$ cat src/rtl/uid_allocator.sv
// uid_allocator
//   Hardware unique-ID source. Keeps one ID counter per object type and
//   hands out the next ID for the requested type. Each type counts on its own
//   from 0. Requests and responses are valid/ready streams with one
//   registered response stage, so a new request can be taken every cycle
//   while the consumer keeps up.
//
// Parameters
//   NUM_TYPES  number of independent ID sequences (>= 2)
//   TYPE_W     width of a type index, derived from NUM_TYPES
//   UID_W      ID width; the largest ID is 2^UID_W-1
//   WRAP       0: a type stops after issuing the largest ID
//              1: the counter rolls over to 0 instead
//
// Ports
//   clk, rst       clock, synchronous active-high reset
//   req_valid      allocation request
//   req_ready      request is taken when req_valid && req_ready
//   req_type       type index of the request
//   rsp_valid      response valid, held until rsp_ready
//   rsp_ready      downstream takes the response
//   rsp_type       echo of the request's type
//   rsp_uid        allocated ID (0 when nothing was issued)
//   rsp_exhausted  type has run out of IDs, nothing issued
//   rsp_bad_type   requested type does not exist, nothing issued
//   clr_valid      restart the sequence of clr_type
//   clr_type       type to restart
//   clr_all        restart every sequence
//   issued_total   running count of IDs actually issued (mod 2^32)

module uid_allocator #(
  parameter int NUM_TYPES = 8,
  parameter int TYPE_W    = $clog2(NUM_TYPES),
  parameter int UID_W     = 16,
  parameter bit WRAP      = 1'b0
) (
  input  logic              clk,
  input  logic              rst,
  input  logic              req_valid,
  output logic              req_ready,
  input  logic [TYPE_W-1:0] req_type,
  output logic              rsp_valid,
  input  logic              rsp_ready,
  output logic [TYPE_W-1:0] rsp_type,
  output logic [UID_W-1:0]  rsp_uid,
  output logic              rsp_exhausted,
  output logic              rsp_bad_type,
  input  logic              clr_valid,
  input  logic [TYPE_W-1:0] clr_type,
  input  logic              clr_all,
  output logic [31:0]       issued_total
);

  // One extra bit so NUM_TYPES itself is representable for the range check.
  localparam logic [TYPE_W:0]    TYPE_LIMIT = (TYPE_W + 1)'(NUM_TYPES);
  localparam logic [UID_W-1:0]   MAX_UID    = '1;
  localparam logic [UID_W-1:0]   UID_ONE    = {{(UID_W - 1){1'b0}}, 1'b1};
  localparam logic [31:0]        TOTAL_ONE  = 32'd1;

  // Per-type state: next ID to hand out, and the "ran out" flag.
  logic [UID_W-1:0]     cnt [NUM_TYPES];
  logic [NUM_TYPES-1:0] done;

  logic                 accept;
  logic                 type_ok;
  logic [TYPE_W-1:0]    sel_type;
  logic [UID_W-1:0]     sel_cnt;
  logic                 sel_done;
  logic                 issue_ok;
  logic [NUM_TYPES-1:0] alloc_hit;
  logic [NUM_TYPES-1:0] clr_hit;

  // The response register can take a new entry when it is empty or being
  // drained this cycle. This is the only combinational input-to-output path.
  assign req_ready = !rsp_valid || rsp_ready;
  assign accept    = req_valid && req_ready;

  // Look up the requested type's state. An out-of-range type is steered to
  // entry 0 so the lookup never indexes past the array; its result is
  // discarded anyway because type_ok is low.
  always_comb begin
    type_ok  = ({1'b0, req_type} < TYPE_LIMIT);
    sel_type = type_ok ? req_type : '0;
    sel_cnt  = cnt[sel_type];
    sel_done = done[sel_type];
    issue_ok = type_ok && !sel_done;
  end

  // Decode which types allocate and which get cleared this cycle. Decoding
  // against every in-range index also discards out-of-range clear types,
  // since no entry can match them.
  always_comb begin
    alloc_hit = '0;
    clr_hit   = '0;
    for (int t = 0; t < NUM_TYPES; t++) begin
      alloc_hit[t] = accept && issue_ok && (req_type == TYPE_W'(t));
      clr_hit[t]   = clr_all || (clr_valid && (clr_type == TYPE_W'(t)));
    end
  end

  // Counter and exhaustion state. A clear takes priority over an allocation
  // to the same type; the response for that allocation was already built
  // from the pre-clear values, so the ID is still issued once.
  always_ff @(posedge clk) begin
    if (rst) begin
      for (int t = 0; t < NUM_TYPES; t++) begin
        cnt[t] <= '0;
      end
      done <= '0;
    end else begin
      for (int t = 0; t < NUM_TYPES; t++) begin
        if (clr_hit[t]) begin
          cnt[t]  <= '0;
          done[t] <= 1'b0;
        end else if (alloc_hit[t]) begin
          if (cnt[t] == MAX_UID) begin
            // At the top of the range: roll over, or park on the last ID
            // and mark the type as used up.
            if (WRAP) begin
              cnt[t] <= '0;
            end else begin
              done[t] <= 1'b1;
            end
          end else begin
            cnt[t] <= cnt[t] + UID_ONE;
          end
        end
      end
    end
  end

  // Response register and issued-ID counter. A new entry loads on accept;
  // otherwise a consumed entry drops valid and a stalled entry holds all
  // its fields unchanged.
  always_ff @(posedge clk) begin
    if (rst) begin
      rsp_valid     <= 1'b0;
      rsp_type      <= '0;
      rsp_uid       <= '0;
      rsp_exhausted <= 1'b0;
      rsp_bad_type  <= 1'b0;
      issued_total  <= '0;
    end else if (accept) begin
      rsp_valid <= 1'b1;
      rsp_type  <= req_type;
      if (!type_ok) begin
        rsp_uid       <= '0;
        rsp_exhausted <= 1'b0;
        rsp_bad_type  <= 1'b1;
      end else if (sel_done) begin
        rsp_uid       <= '0;
        rsp_exhausted <= 1'b1;
        rsp_bad_type  <= 1'b0;
      end else begin
        rsp_uid       <= sel_cnt;
        rsp_exhausted <= 1'b0;
        rsp_bad_type  <= 1'b0;
        issued_total  <= issued_total + TOTAL_ONE;
      end
    end else if (rsp_ready) begin
      rsp_valid <= 1'b0;
    end
  end

endmodule

$ cat config.mk
export PLATFORM = sky130hd
export DESIGN_NAME = uid_allocator
export DESIGN_NICKNAME = d
export VERILOG_FILES = /design/src/rtl/uid_allocator.sv
export SDC_FILE = /design/constraint.sdc
export NUM_CORES = 1
export LEC_CHECK = 0
export ABC_CLOCK_PERIOD_IN_PS = 4300
export CAP_MARGIN = 20
export CORE_MARGIN = 2
export CORE_UTILIZATION = 60
export CTS_CLUSTER_SIZE = 16
export DETAILED_ROUTE_END_ITERATION = 6
export GPL_TIMING_DRIVEN = 0
export HOLD_SLACK_MARGIN = 0.1
export PLACE_DENSITY = 0.85
export SYNTH_ARGS = -nofsm -noshare
export SYNTH_HDL_FRONTEND = slang
export SYNTH_SLANG_ARGS = --single-unit
$ cat constraint.sdc
create_clock -name clk -period 4.3 [get_ports clk]
set_input_delay 0.645 -clock clk [delete_from_list [all_inputs] [get_ports clk]]
set_output_delay 0.645 -clock clk [all_outputs]
set_load 0.05 [all_outputs]
==> results of run 1 <==
## cells in the mapped netlist, types with 4 or more instances
| library cell | instances |
|---|---|
| a2111oi_0 | 7 |
| a21oi_1 | 30 |
| a22oi_1 | 17 |
| a31oi_1 | 4 |
| and3_1 | 21 |
| and4_1 | 9 |
| buf_1 | 4 |
| buf_2 | 10 |
| clkbuf_1 | 20 |
| dfxtp_1 | 61 |
| edfxtp_1 | 128 |
| ha_1 | 9 |
| inv_1 | 25 |
| mux2_2 | 18 |
| mux2i_1 | 4 |
| mux4_2 | 32 |
| nand2_1 | 66 |
| nand3_1 | 67 |
| nand4_1 | 32 |
| nand4b_1 | 4 |
| nor2_1 | 187 |
| nor2b_1 | 8 |
| nor3_1 | 24 |
| nor4_1 | 7 |
| o21ai_0 | 22 |
| o31ai_1 | 4 |
| or2_2 | 4 |
| or3_1 | 13 |
| or4_1 | 4 |
| xnor2_1 | 61 |
| xor2_1 | 58 |
## how the worst max path moves through the flow
stage                 to  slack [ps]  depth (start not counted)
3_5_place_dp   cnt[2][3]         320                          9
2_1_floorplan  cnt[0][0]         760                          8
5_1_grt        cnt[2][6]         500                          9
4_1_cts        cnt[2][6]         750                          9
3_3_place_gp   cnt[0][6]        -600                          9
6_report       cnt[2][1]         670                          9
## layout make-up
| cell class | instances | area share, % |
|---|---|---|
| Sequential cell | 189 | 42.5 |
| Clock inverter | 14 | 1.60 |
| Tap cell | 225 | 2.36 |
| Timing Repair Buffer | 65 | 5.48 |
| Buffer | 38 | 1.49 |
| Multi-Input combinational cell | 748 | 42.1 |
| Inverter | 25 | 0.788 |
| Clock buffer | 18 | 3.69 |
## where the power goes
part           switching (W)  internal (W)
registers           0.000103       0.00201
clock network       0.000712      0.000989
logic               0.000206      0.000141
## worst max-delay path, delay by kind of cell
family / cells / cell delay, ps
and+or+nand+nor: 3 / 920
AOI/OAI and AO/OA: 2 / 680
buffers and inverters: 4 / 1400
## per-stage QoR
stage / instances / hold WS (ps) / setup TNS (ps)
global placement: 1288 / 444 / -9590
detailed placement: 1290 / 447 / 0
floorplan: 1000 / 424 / 0
global route: 1322 / 419 / 0
CTS: 1322 / 412 / 0
finish: 1322 / 418 / 0
## sequential cells by signal (all words and copies together), names as in the netlist
name           count
rsp_exhausted      1
rsp_uid           16
rsp_valid          1
cnt              128
done               8
rsp_type           3
issued_total      32
## per-layer routing
| metal | part of all wire (%) | GRT usage (%) | vias to the layer above |
|---|---|---|---|
| li1 | - | - | 3833 |
| met1 | 40 | 42.4 | 4101 |
| met2 | 45 | 44.9 | 551 |
| met3 | 10 | 4.68 | 94 |
| met4 | 4.6 | 15.3 | 0 |
| met5 | 0 | 0 | - |
## cells by family (layout without fill, tap and decap cells)
logic type,Yosys count,after routing,share of synthesized area [%]
AOI/OAI and AO/OA,103,103,6.71
xor gates and xnor gates,119,119,10.1
adders and majority gates,9,9,1.09
buffers and inverters,63,160,2.62
DFF,189,189,48.9
muxes,54,54,9.31
other,1,1,0.0362
and+or+nand+nor,462,462,21.2
==> impl_metrics.env, run 1 <==
export IMPL_wire_per_inst_um=20.1
export IMPL_arrival_ps=3660
export IMPL_maxSlewViolCount=0
export IMPL_synth_top_cell_by_area="edfxtp_1"
export IMPL_antenna_cells=0
export IMPL_hold_violations=0
export IMPL_ff2ff_setup_slack_ps=1070
export IMPL_cp_common_cell="buf_2"
export IMPL_nets=1105
export IMPL_path_clk_slew_ps=70
export IMPL_layout_min_cycle_time_ps=3630
export IMPL_worst_setup_path_start_kind="input port"
export IMPL_maxSlewHeadroom_pct=37.1
export IMPL_die_area_mm2=0.0183
export IMPL_holdBufCountCts=0
export IMPL_synth_seq_cells=189
export IMPL_yosysWarnings=0
export IMPL_rsz0062_at_grt="no"
export IMPL_synth_ff_type="edfxtp_1"
export IMPL_place_gp_congestion=0.945
export IMPL_gr_total_overflow=0
export IMPL_start_util_pct=60.7
export IMPL_post_route_period_util_pct=84.4
export IMPL_cap_violations=0
export IMPL_min_path_type="in -> reg"
export IMPL_grt_max_degree=17
export IMPL_grt_pass1_vias=7938
export IMPL_crit_start="req_type[0]"
export IMPL_ys_seq_area_share_pct=48.9
export IMPL_dpl_instance_area_mm2=0.0113
export IMPL_post_cts_setup_buffers=0
export IMPL_cts_tree="done"
export IMPL_finalInstanceArea_mm2=0.0119
export IMPL_multiInputGateArea_mm2=0.00501
export IMPL_syn_avg_cell_area_um2=10.3
export IMPL_fin_ws_ps=669
export IMPL_drive_above_1_share_pct=9.48
export IMPL_yosysUniqueCellTypes=56
export IMPL_cts_sinks=189
export IMPL_insertion_delay_ps=440
export IMPL_routed_wl_mm=26.6
export IMPL_ff2ff_path_depth=7
export IMPL_root_buffer="clkbuf_16"
export IMPL_synth_cells=1000
export IMPL_die_w_um=135
export IMPL_grt_pass1_wl_mm=41.8
export IMPL_rows=48
export IMPL_synth_fp_nets=1021
export IMPL_cp_max_fo=16
export IMPL_yosysTopAreaCellShare_pct=37.1
export IMPL_cp_cell_sequence="clkdlybuf4s50_1 > buf_4 > and2b_1 > a22oi_1 > buf_2 > a21oi_2 > nand3_1 > buf_2 > nand2_1"
export IMPL_avgViaCountPerCell=6.49
export IMPL_port_buffers=63
export IMPL_final_common_cell="nor2_1"
export IMPL_setup_viol=0
export IMPL_die_h_um=135
export IMPL_clk_path_buf_depth=2
export IMPL_netlist_top_cells_area="edfxtp_1 37%, dfxtp_1 12%, mux4_2 7.0%, nor2_1 6.8%, xnor2_1 5.2%"
export IMPL_worst_path_max_delay_cell="a22oi_1"
export IMPL_powerDensity_mw_per_mm2=349
export IMPL_fill_cells=1242
export IMPL_cp_slowest_stage_delay_ps=530
export IMPL_worstMarginPinSlew_ps=937
export IMPL_finalPower_w=0.00416
export IMPL_coreArea_mm2=0.0171
export IMPL_ir_worst_vdd_v=0.000317
export IMPL_route_detailed_drc=0
export IMPL_ios=67
export IMPL_antenna_found_initial=0
export IMPL_dp_hpwl_mm=19.4
export IMPL_end_kind="flop"
export IMPL_power_leakage_nw=3.86
export IMPL_r2r_end="cnt[3][4]"
export IMPL_antenna_left=0
export IMPL_r2r_start="cnt[3][1]"
export IMPL_seq_area_mm2=0.00506
export IMPL_holdPathEnd="rsp_type[2]"
export IMPL_hold_path_startpoint="rst"
export IMPL_final_cell_mix="187 x nor2_1, 128 x edfxtp_1, 67 x nand3_1, 66 x nand2_1, 63 x clkdlybuf4s50_1"
export IMPL_status="finished, final reports clean"
export IMPL_fmax_mhz=275
export IMPL_htree_levels=4
export IMPL_numCtsBuffers=17
export IMPL_syn_area_mm2=0.0103
export IMPL_crit_required_ps=4330
export IMPL_fin_skew_ps=8.40
export IMPL_ys_async_sr_fraction_pct=0
export IMPL_synth_edff_count=128
export IMPL_synthToLayoutAreaGrowth_pct=15.1
export IMPL_worstSetupPathType="in -> reg"
export IMPL_dr_pass1_iters=6
export IMPL_drt_iter0_drc=948
export IMPL_post_cts_resized=0
export IMPL_postLayoutCoreUtil_pct=69.9
export IMPL_vias=8579
export IMPL_min_delay_path_depth=2
export IMPL_grt_usage_pct=29.9
export IMPL_pre_cts_slack_ps=316
(Power assumes the default switching activity.)
==> inputs of run 2 (changes only) <==
==> config.mk (replaced) <==
export PLATFORM = sky130hd
export DESIGN_NAME = uid_allocator
export DESIGN_NICKNAME = d
export VERILOG_FILES = /design/src/rtl/uid_allocator.sv
export SDC_FILE = /design/constraint.sdc
export NUM_CORES = 1
export LEC_CHECK = 0
export ABC_CLOCK_PERIOD_IN_PS = 3250
export CAP_MARGIN = 20
export CORE_MARGIN = 2
export CORE_UTILIZATION = 54
export CTS_CLUSTER_SIZE = 16
export DETAILED_ROUTE_END_ITERATION = 6
export GPL_TIMING_DRIVEN = 0
export HOLD_SLACK_MARGIN = 0.1
export PLACE_DENSITY = 0.81
export SYNTH_ARGS = -nofsm -noshare
export SYNTH_HDL_FRONTEND = slang
export SYNTH_SLANG_ARGS = --single-unit
==> constraint.sdc (replaced) <==
create_clock -name clk -period 3.25 [get_ports clk]
set_input_delay 0.4875 -clock clk [delete_from_list [all_inputs] [get_ports clk]]
set_output_delay 0.4875 -clock clk [all_outputs]
set_load 0.05 [all_outputs]
==> run 2 against run 1 <==
Compared with the run above: power up 28%; cell count up 0.68%; setup slack worse by 570 ps; largest cell class unchanged; core utilization down 6.4 points; clock skew up 1.9 ps; hold slack worse by 150 ps.
==> impl_metrics.env, run 2 (synthesis results as in run 1) <==
export IMPL_ios=67
export IMPL_synthToLayoutAreaGrowth_pct=15.1
export IMPL_numCtsBuffers=17
export IMPL_whs_ps=272
export IMPL_grt_max_degree=17
export IMPL_nets=1105
export IMPL_route_detailed_drc=0
export IMPL_power_leakage_nw=3.85
export IMPL_gr_total_overflow=0
export IMPL_dpl_instance_area_mm2=0.0113
export IMPL_dp_hpwl_mm=19.3
export IMPL_ir_worst_vdd_v=0.000380
export IMPL_htree_levels=4
export IMPL_seq_area_mm2=0.00506
export IMPL_die_h_um=142
export IMPL_antenna_found_initial=0
export IMPL_grt_pass1_wl_mm=41.6
export IMPL_grt_usage_pct=26.7
export IMPL_insertion_delay_ps=440
export IMPL_fmax_mhz=317
export IMPL_rsz0062_at_grt="no"
export IMPL_maxSlewViolCount=0
export IMPL_status="finished, final reports clean"
export IMPL_drive_above_1_share_pct=10.4
export IMPL_cts_tree="done"
export IMPL_grt_pass1_vias=7775
export IMPL_post_route_period_util_pct=97.1
export IMPL_fill_cells=1437
export IMPL_coreArea_mm2=0.0188
export IMPL_vias=8329
export IMPL_dr_pass1_iters=6
export IMPL_drt_iter0_drc=1057
export IMPL_finalInstanceArea_mm2=0.0119
export IMPL_antenna_cells=0
export IMPL_path_clk_slew_ps=70
export IMPL_reg_top3="cnt (128), issued_total (32), rsp_uid (16)"
export IMPL_antenna_left=0
export IMPL_maxSlewHeadroom_pct=46.7
export IMPL_cts_sinks=189
export IMPL_worst_setup_path_start_kind="input port"
export IMPL_worstMarginPinSlew_ps=799
export IMPL_min_path_type="in -> reg"
export IMPL_routed_wl_mm=26.3
export IMPL_clk_path_buf_depth=2
export IMPL_fin_skew_ps=10.3
export IMPL_port_buffers=63
export IMPL_postLayoutCoreUtil_pct=63.5
export IMPL_wire_per_inst_um=19.8
export IMPL_powerDensity_mw_per_mm2=447
export IMPL_setup_viol=0
export IMPL_die_w_um=142
export IMPL_largest_reg_flops=128
export IMPL_final_cells=1331
export IMPL_placed_cells=1299
export IMPL_crit_required_ps=3400
export IMPL_tns_ps=0
export IMPL_worstSetupPathType="in -> reg"
export IMPL_final_common_cell="nor2_1"
export IMPL_hold_violations=0
export IMPL_final_cell_mix="187 x nor2_1, 128 x edfxtp_1, 67 x nand3_1, 63 x clkdlybuf4s50_1"
export IMPL_root_buffer="clkbuf_16"
export IMPL_start_util_pct=55.1
export IMPL_place_gp_congestion=0.960
export IMPL_avgViaCountPerCell=6.26
export IMPL_cp_max_fo=10
export IMPL_layout_min_cycle_time_ps=3160
export IMPL_rows=50
export IMPL_cap_violations=0
export IMPL_multiInputGateArea_mm2=0.00506
export IMPL_end_kind="flop"
export IMPL_die_area_mm2=0.0203
export IMPL_top_register="cnt"
export IMPL_arrival_ps=3300
==> run 2: cell count changes in the layout (fill, tap and decap cells not counted), moves of 2 or more <==
cell       change
nand2_1        -5
clkinv_2       +3
nand2_2        +3
bufinv_16      -2
clkinv_1       -2
nand2_4        +2
==> run 2: area by class of cell <==
class                   count  share of cell area [%]
plain buffers              38                    1.51
multi-input cells         748                    42.5
inverters                  25                   0.787
clock buffers              18                    3.60
clock inverters            14                    1.21
flip-flops and latches    189                    42.5
repair buffers             65                    5.48
well taps                 234                    2.46
==> run 2: timing repair <==
item                       in CTS  in global routing
setup buffers                   0                  0
resized for setup               4                  9
hold endpoints to repair        0                  0
setup endpoints to repair      44                 92
hold buffers                    0                  0
==> run 2: power breakdown <==
group / switching [W] / total [W] / internal, W
registers: 0.000137 / 0.00279 / 0.00266
logic: 0.000271 / 0.000460 / 0.000189
clock network: 0.000943 / 0.00208 / 0.00113
total: 0.00135 / 0.00533 / 0.00398
==> run 2: routing by layer <==
metal,global-route usage (%),routed length [um]
met1,37.8,11000
met2,40.8,11900
met3,5.55,2630
met4,9.74,871
met5,0,0
==> run 2: final timing paths <==
path         slack (ps)   startpoint  cells after the start       endpoint
max reg2reg         280    cnt[3][0]                      7      cnt[3][2]
max                  90  req_type[0]                     10      cnt[0][1]
min                 270          rst                      2  rsp_exhausted
min reg2reg         480      done[0]                      2        done[0]
==> run 2: critical path, stage by stage <==
cell and delay, ps:
clkdlybuf4s50_1 620, buf_4 270, and2b_1 200, a22oi_2 160, buf_2 230, a21oi_2 360, clkbuf_4 320, nand2_1 130
o21ai_4 320, buf_6 200
==> run 2: metrics by stage <==
stage	total power [W]	worst slack, ps
3_5_place_dp	0.00328	-632
5_1_grt	0.00548	7.49
4_1_cts	0.00532	32.7
2_1_floorplan	0.00311	212
6_report	0.00533	94.0
3_3_place_gp	0.00327	-864
